==> src/rtl/bus_arb_pkg.sv <==
// -----------------------------------------------------------------------------
// bus_pkg
// Shared types and constants for the bus_arb two-port arbiter.
//   bus_state_t     : arbiter FSM states (IDLE, BUSY, DONE)
//   bus_port_t      : requester identity (PORT_I = fetch, PORT_D = data)
//   FUNCT3_W        : RV32I word access size, used for every fetch
//   TIMEOUT_DEFAULT : default watchdog limit in BUSY cycles
// -----------------------------------------------------------------------------
package bus_pkg;

    typedef enum logic [1:0] {
        IDLE = 2'd0,
        BUSY = 2'd1,
        DONE = 2'd2
    } bus_state_t;

    typedef enum logic {
        PORT_I = 1'b0,
        PORT_D = 1'b1
    } bus_port_t;

    localparam logic [2:0] FUNCT3_W        = 3'b010;
    localparam int         TIMEOUT_DEFAULT = 255;

endpackage

==> src/rtl/bus_arb_pick.sv <==
// -----------------------------------------------------------------------------
// arb_pick
// Combinational winner select for bus_arb.
// Configuration macro: BUS_ARB_RR_EN
//   defined   : round-robin, on a tie the port not granted last wins
//   undefined : fixed priority, data over fetch (no last-grant input)
// Ports:
//   last_data_i  in  1  last grant went to the data port (RR build only)
//   fetch_req_i  in  1  fetch request
//   data_req_i   in  1  data request
//   pick_data_o  out 1  1 = data port wins, 0 = fetch port wins
// -----------------------------------------------------------------------------
module arb_pick
    import bus_pkg::*;
(
`ifdef BUS_ARB_RR_EN
    input  logic last_data_i,
`endif
    input  logic fetch_req_i,
    input  logic data_req_i,
    output logic pick_data_o
);

`ifdef BUS_ARB_RR_EN
    always_comb begin
        pick_data_o = data_req_i;
        // On a tie, hand the bus to whichever port did not have it last.
        if (fetch_req_i && data_req_i) begin
            pick_data_o = (bus_port_t'(last_data_i) == PORT_I);
        end
    end
`else
    always_comb begin
        // Data always wins a tie; with a single request the requester wins.
        pick_data_o = data_req_i;
        if (!data_req_i && fetch_req_i) begin
            pick_data_o = 1'b0;
        end
    end
`endif

endmodule

==> src/rtl/bus_arb.sv <==
// -----------------------------------------------------------------------------
// bus_arb
// Shares one single-port memory/MMIO bus between the fetch path and the
// load/store path. One request is latched at a time, the shared bus is driven
// until the memory answers or the watchdog expires, and the response is
// returned to the winning port as a one-cycle ack.
// Configuration macro: BUS_ARB_RR_EN (round-robin tie break; default is fixed
// priority with data over fetch).
// Parameters:
//   TIMEOUT  max BUSY cycles before a forced error completion (1..65535)
//   CNT_W    watchdog counter width
// Ports:
//   clk, rst                    clock, async active-high reset
//   i_req, i_addr               fetch request / word address
//   i_ack, i_rdata              fetch completion pulse / data
//   d_req, d_we, d_funct3       data request / store / RV32I size+sign
//   d_addr, d_wdata             data address / store data
//   d_ack, d_rdata              data completion pulse / load data
//   bus_err                     ack came from a watchdog timeout
//   m_req, m_we, m_funct3       shared bus request / write / size
//   m_addr, m_wdata             shared bus address / write data
//   m_rdata, m_ready            memory read data / completion
//   stall                       core stall, outstanding unacked request
// -----------------------------------------------------------------------------
module bus_arb
    import bus_pkg::*;
#(
    parameter int TIMEOUT = TIMEOUT_DEFAULT,
    parameter int CNT_W   = $clog2(TIMEOUT + 1)
) (
    input  logic        clk,
    input  logic        rst,
    input  logic        i_req,
    input  logic [31:0] i_addr,
    output logic        i_ack,
    output logic [31:0] i_rdata,
    input  logic        d_req,
    input  logic        d_we,
    input  logic [2:0]  d_funct3,
    input  logic [31:0] d_addr,
    input  logic [31:0] d_wdata,
    output logic        d_ack,
    output logic [31:0] d_rdata,
    output logic        bus_err,
    output logic        m_req,
    output logic        m_we,
    output logic [2:0]  m_funct3,
    output logic [31:0] m_addr,
    output logic [31:0] m_wdata,
    input  logic [31:0] m_rdata,
    input  logic        m_ready,
    output logic        stall
);

    localparam logic [CNT_W-1:0] CNT_LAST = CNT_W'(TIMEOUT - 1);

    bus_state_t       state_q, state_d;
    logic [CNT_W-1:0] cnt_q, cnt_d;
    bus_port_t        port_q, port_d;

    logic             m_req_q, m_req_d;
    logic             m_we_q, m_we_d;
    logic [2:0]       m_funct3_q, m_funct3_d;
    logic [31:0]      m_addr_q, m_addr_d;
    logic [31:0]      m_wdata_q, m_wdata_d;

    logic             i_ack_q, i_ack_d;
    logic             d_ack_q, d_ack_d;
    logic             bus_err_q, bus_err_d;
    logic [31:0]      i_rdata_q, i_rdata_d;
    logic [31:0]      d_rdata_q, d_rdata_d;

    logic             pick_data;
    logic             any_req;
    logic             finish;
    logic [31:0]      rsp_data;

`ifdef BUS_ARB_RR_EN
    bus_port_t        last_q, last_d;
`endif

    arb_pick u_pick (
`ifdef BUS_ARB_RR_EN
        .last_data_i (last_q == PORT_D),
`endif
        .fetch_req_i (i_req),
        .data_req_i  (d_req),
        .pick_data_o (pick_data)
    );

    assign any_req = i_req | d_req;
    // m_ready takes precedence over a watchdog expiry in the same cycle.
    assign finish   = m_ready || (cnt_q == CNT_LAST);
    assign rsp_data = m_ready ? m_rdata : 32'h0;

    always_comb begin
        state_d    = state_q;
        cnt_d      = cnt_q;
        port_d     = port_q;
        m_req_d    = m_req_q;
        m_we_d     = m_we_q;
        m_funct3_d = m_funct3_q;
        m_addr_d   = m_addr_q;
        m_wdata_d  = m_wdata_q;
        i_ack_d    = 1'b0;
        d_ack_d    = 1'b0;
        bus_err_d  = 1'b0;
        i_rdata_d  = i_rdata_q;
        d_rdata_d  = d_rdata_q;
`ifdef BUS_ARB_RR_EN
        last_d     = last_q;
`endif

        case (state_q)
            IDLE: begin
                if (any_req) begin
                    state_d = BUSY;
                    m_req_d = 1'b1;
                    cnt_d   = '0;
                    if (pick_data) begin
                        port_d     = PORT_D;
                        m_we_d     = d_we;
                        m_funct3_d = d_funct3;
                        m_addr_d   = d_addr;
                        m_wdata_d  = d_wdata;
                    end else begin
                        // Fetches are always word reads.
                        port_d     = PORT_I;
                        m_we_d     = 1'b0;
                        m_funct3_d = FUNCT3_W;
                        m_addr_d   = i_addr;
                        m_wdata_d  = 32'h0;
                    end
`ifdef BUS_ARB_RR_EN
                    last_d = pick_data ? PORT_D : PORT_I;
`endif
                end
            end

            BUSY: begin
                if (finish) begin
                    state_d   = DONE;
                    m_req_d   = 1'b0;
                    bus_err_d = ~m_ready;
                    if (port_q == PORT_D) begin
                        d_ack_d   = 1'b1;
                        d_rdata_d = rsp_data;
                    end else begin
                        i_ack_d   = 1'b1;
                        i_rdata_d = rsp_data;
                    end
                end else begin
                    cnt_d = cnt_q + CNT_W'(1);
                end
            end

            DONE: begin
                // Ack pulse is visible in this state; always pass through IDLE.
                state_d = IDLE;
            end

            default: begin
                state_d = IDLE;
                m_req_d = 1'b0;
            end
        endcase
    end

    always_ff @(posedge clk or posedge rst) begin
        if (rst) begin
            state_q    <= IDLE;
            cnt_q      <= '0;
            port_q     <= PORT_I;
            m_req_q    <= 1'b0;
            m_we_q     <= 1'b0;
            m_funct3_q <= 3'b000;
            m_addr_q   <= 32'h0;
            m_wdata_q  <= 32'h0;
            i_ack_q    <= 1'b0;
            d_ack_q    <= 1'b0;
            bus_err_q  <= 1'b0;
            i_rdata_q  <= 32'h0;
            d_rdata_q  <= 32'h0;
        end else begin
            state_q    <= state_d;
            cnt_q      <= cnt_d;
            port_q     <= port_d;
            m_req_q    <= m_req_d;
            m_we_q     <= m_we_d;
            m_funct3_q <= m_funct3_d;
            m_addr_q   <= m_addr_d;
            m_wdata_q  <= m_wdata_d;
            i_ack_q    <= i_ack_d;
            d_ack_q    <= d_ack_d;
            bus_err_q  <= bus_err_d;
            i_rdata_q  <= i_rdata_d;
            d_rdata_q  <= d_rdata_d;
        end
    end

`ifdef BUS_ARB_RR_EN
    always_ff @(posedge clk or posedge rst) begin
        if (rst) begin
            last_q <= PORT_I;
        end else begin
            last_q <= last_d;
        end
    end
`endif

    assign m_req    = m_req_q;
    assign m_we     = m_we_q;
    assign m_funct3 = m_funct3_q;
    assign m_addr   = m_addr_q;
    assign m_wdata  = m_wdata_q;
    assign i_ack    = i_ack_q;
    assign d_ack    = d_ack_q;
    assign bus_err  = bus_err_q;
    assign i_rdata  = i_rdata_q;
    assign d_rdata  = d_rdata_q;

    assign stall = (i_req & ~i_ack) | (d_req & ~d_ack);

endmodule
==> config.mk <==
export PLATFORM = sky130hd
export DESIGN_NAME = bus_arb
export DESIGN_NICKNAME = d
export VERILOG_FILES = /design/src/rtl/bus_arb_pkg.sv /design/src/rtl/bus_arb_pick.sv /design/src/rtl/bus_arb.sv
export SDC_FILE = /design/constraint.sdc
export NUM_CORES = 1
export LEC_CHECK = 0
export ABC_CLOCK_PERIOD_IN_PS = 4800
export CAP_MARGIN = 5
export CORE_MARGIN = 10
export CORE_UTILIZATION = 38
export CTS_CLUSTER_SIZE = 8
export DETAILED_ROUTE_END_ITERATION = 12
export PLACE_DENSITY = 0.76
export SETUP_SLACK_MARGIN = 0.3
export SLEW_MARGIN = 20
export SYNTH_ARGS = -nofsm -noshare
export SYNTH_HDL_FRONTEND = slang
export SYNTH_SLANG_ARGS = --single-unit
==> constraint.sdc <==
create_clock -name clk -period 4.8 [get_ports clk]
set_clock_uncertainty 0.1 [all_clocks]
set_input_delay 0.72 -clock clk [delete_from_list [all_inputs] [get_ports clk]]
set_output_delay 0.72 -clock clk [all_outputs]
set_load 0.01 [all_outputs]
Word-level counts from Yosys, hierarchy flattened
Cells that the tools add are included.

cells by class
  add/sub/neg operators = 1
  multiplexer cells = 24
  eq/ne operators = 6
  reductions and logical operators = 11
  bitwise logic cells = 9

operator list
  cell                   count
  $mux W32               3
  $mux W8                2
  $pmux W8 S2            1
  $mux W1                13
  $reduce_and A3 Y1      4
  $add A8 B1 Y8 const B  1
  $eq A8 B8 Y1 const B   1
  $ne A2 B2 Y1 const B   3
  $not A1 Y1             5
  $mux W2                2
  $pmux W2 S2            1
  $reduce_and A2 Y1      2
  $mux W3                1
  $pmux W1 S3            1
  $and A1 B1 Y1          2
  $eq A2 B1 Y1 const B   1
  $eq A2 B2 Y1 const B   1
  $logic_not A2 Y1       1
  $or A1 B1 Y1           2
  $reduce_bool A2 Y1     1
  $logic_and A1 B1 Y1    1
  $logic_not A1 Y1       1
  $logic_or A1 B1 Y1     1

word-level totals
  output and inout port bits = 137
  register bits after elaboration = 147
  input port bits = 137
  word-level logic and storage cells = 64

Longest topological paths before layout
  depth in word-level cells = 4
  mapped depth = 8
  mapped depth without buffers = 5

Cells and area by module
Synthesis repeated with hierarchy kept, for this count alone.

second synthesis, totals
  cells, all modules = 596
  area, all modules = 6605.1 um2

modules (own cells, without submodules)
  module    sequential area each (um2)  cells an instance  times used  area an instance (um2)
  bus_arb   3678.5                      595                1           6601.3
  arb_pick  0.0                         1                  1           3.8

Worst setup path before layout
No wires, ideal clock.

  path kind = input port to output port
  start = in d_req
  end = out stall
  required time = 3.980 ns
  buffers on the path = 1
  path slack = 2.702 ns
  stages on the path = 3
  arrival time = 1.278 ns
  cell sequence = clkbuf_1 > inv_1 > o22ai_1

on the way
  longest elaborated chain between the ends = 2

ends and longest elaborated chain
  item             line            source
  start, declared  bus_arb.sv:37   input logic d_req,
  $and A1 B1 Y1    bus_arb.sv:222  assign stall = (i_req & ~i_ack) | (d_req & ~d_ack);
  $or A1 B1 Y1     bus_arb.sv:222
  end, declared    bus_arb.sv:52   output logic stall

No other way between the ends.

Worst setup path after layout
Same ends and word-level chain as after synthesis.

==> impl_metrics.ini <==
[placement]
hpwl_um = 15400
dpl_worst_slack_ns = 1.52
gp_congestion = 0.816
dp_cells = 973
place_area_um2 = 9230
port_buffers = 273

[timing]
worst_slew_pin_slew_ns = 0.990
whs_ns = 0.404
timing.final.hold_violations = 0
rsz0062_at_grt = no
fin_crit_ns = 3.27
setup_viol = 0
postLayoutSetupSlackWorst_ns = 1.53
tns_ns = 0
maxSlewViolCount = 0
slew_headroom_pct = 34.0
max_freq_mhz = 306
finalCritPeriodShare_pct = 68.1

[clocking]
ctsResizeCount = 0
cts_setup_buffers = 0
clk_pin_slew_ns = 0.06
insertion_delay_ns = 0.41
htreeDepth = 4
clock_path_buffers = 2
postCtsHoldBufs = 0
clock-sinks = 147
cts_buffers = 17
cts_tree = yes
root_buffer = clkbuf_16

[floorplan]
coreArea_um2 = 16500
fp.dieH_um = 149
start_util_pct = 38.5
io_pins = 274
dieArea_um2 = 22300
die_x_um = 149
std_cell_rows = 47

[drt]
viasPerCell = 5.36
ant_nets = 0
wl_per_cell_um = 21.0
drt-initial-drc-count = 297
routed_wl_um = 21100
drt_first_pass_iters = 4
vias = 5389
drt_drc_violations_left = 0

[cells_and_area]
area_growth_syn_to_layout_pct = 56.5
regArea_um2 = 3680
stdcell_count = 1005
drive_above_1_share_pct = 6.24
fin_util_pct = 60.3
antenna_cells = 0
final_common_cell = clkdlybuf4s50_1
final_cell_area_um2 = 9920
nets = 913
final_cell_mix = 272 x clkdlybuf4s50_1, 147 x dfrtp_1, 99 x a22o_1, 68 x o21ai_0, 66 x a21o_1
nFillCells = 1318
multiInputGateArea_um2 = 2430

[critical_path]
cp-start-kind = input pin
r2r-start = cnt_q[0]
crit_fanout = 35
r2r_cells = 7
required_ns = 3.98
timing.rr.end = d_rdata[15]
arrival_ns = 2.45
path_class = in -> out
end_kind = output port
rrSetupSlack_ns = 2.44

[power]
p_int_mw = 4.37
irDropWorstVdd_mv = 0.303
power_density_nw_per_um2 = 654
sequentialPowerShare_pct = 33.3
power_switching_mw = 2.12
p_comb_share_pct = 44.2
swShare_pct = 32.7
total_power_mw = 6.49
pwr-share-clk_pct = 22.5
p_leak_nw = 4.19

[worst_hold_path]
hold-path-cell-count = 1
hold_class = reg -> reg
hold_start = d_rdata[12]
holdPathEnd = d_rdata[12]

[synth]
yosys_warnings = 0
synth-seq-cells = 147
syn_nets = 657
synth_edf_count = 0
seq_area_frac_synth_pct = 58.0
synth_area_um2 = 6340
ys.flop_type = dfrtp_1
syn_area_per_cell_um2 = 12.2
ys_types = 37
synthCells = 518
synthArstFlopShare_pct = 100

[global_route]
grt_max_degree = 97
grt_overflow_total = 0
grt_pass1_vias = 5916
antenna_found_initial = 0
grt_pass1_wl_um = 32900
grtUsageTotal_pct = 18.7

[status]
status = completed

[flow_run]
max_cap_viol_count = 0
-- power by group through the flow --
stage / clock network, mW / registers [mW] / logic, mW
6_report: 1.46 / 2.16 / 2.87
5_1_grt: 1.53 / 2.23 / 3.08
4_1_cts: 1.48 / 2.16 / 2.91
3_5_place_dp: 0 / 2.16 / 2.91
3_3_place_gp: 0 / 2.13 / 2.84
2_1_floorplan: 0 / 2.33 / 1.20
-- sequential cells by signal, summed over array words and instances (netlist names) --
register and cells:
bus_err 1, cnt_q 8, d_ack 1, d_rdata 32, i_ack 1, i_rdata 32
m_addr 32, m_funct3 3, m_req 1, m_wdata 32, m_we 1, port_q 1
state_q 2
-- worst max path at each step --
stage	startpoint	end	slack, ns	cells after the start
floorplan	rst	bus_err	2.13	1
global placement	d_req	stall	1.62	4
detailed placement	d_req	stall	1.52	4
CTS	d_req	stall	1.53	4
global route	d_req	stall	1.40	4
finish	d_req	stall	1.53	4
-- cell type report --
type,instances,share of cell area [%]
sequential,147,37.1
timing repair buffer,285,28.8
multi-input combinational,317,24.5
clock buffer,20,4.70
tap,220,2.77
clock inverter,10,1.82
inverter,6,0.265
-- critical path, cell delays in order --
cell,delay (ns)
buf_2,0.74
inv_1,0.21
o22ai_1,0.18
clkdlybuf4s50_1,0.58
-- cells in the mapped netlist, types with 4 or more instances --
| cell type | n | area, µm² |
|---|---|---|
| a21o_1 | 66 | 495 |
| nor2_1 | 6 | 22.5 |
| dfrtp_1 | 147 | 3680 |
| buf_4 | 4 | 30.0 |
| clkbuf_1 | 22 | 82.6 |
| a22o_1 | 99 | 867 |
| mux2i_1 | 38 | 380 |
| buf_2 | 18 | 90.1 |
| o21ai_0 | 68 | 340 |
| inv_1 | 6 | 22.5 |
-- metal layers --
metal / vias up / GRT usage, % / wire [µm]
met5: - / 0 / 0
met2: 167 / 31.9 / 11000
li1: 2470 / - / -
met1: 2711 / 21.2 / 8150
met3: 41 / 5.61 / 1210
met4: 0 / 8.59 / 731
-- cells by family (layout without fill, tap and decap cells) --
kind of cell,count (synthesis),count (layout),synth area share [%]
buf+inv,54,321,4.14
fa+ha+maj,2,2,0.395
mux,38,38,6.00
flops,147,147,58.0
simple gates,27,27,2.63
compound gates,250,250,28.8
Power figures use the tool's default switching activity.
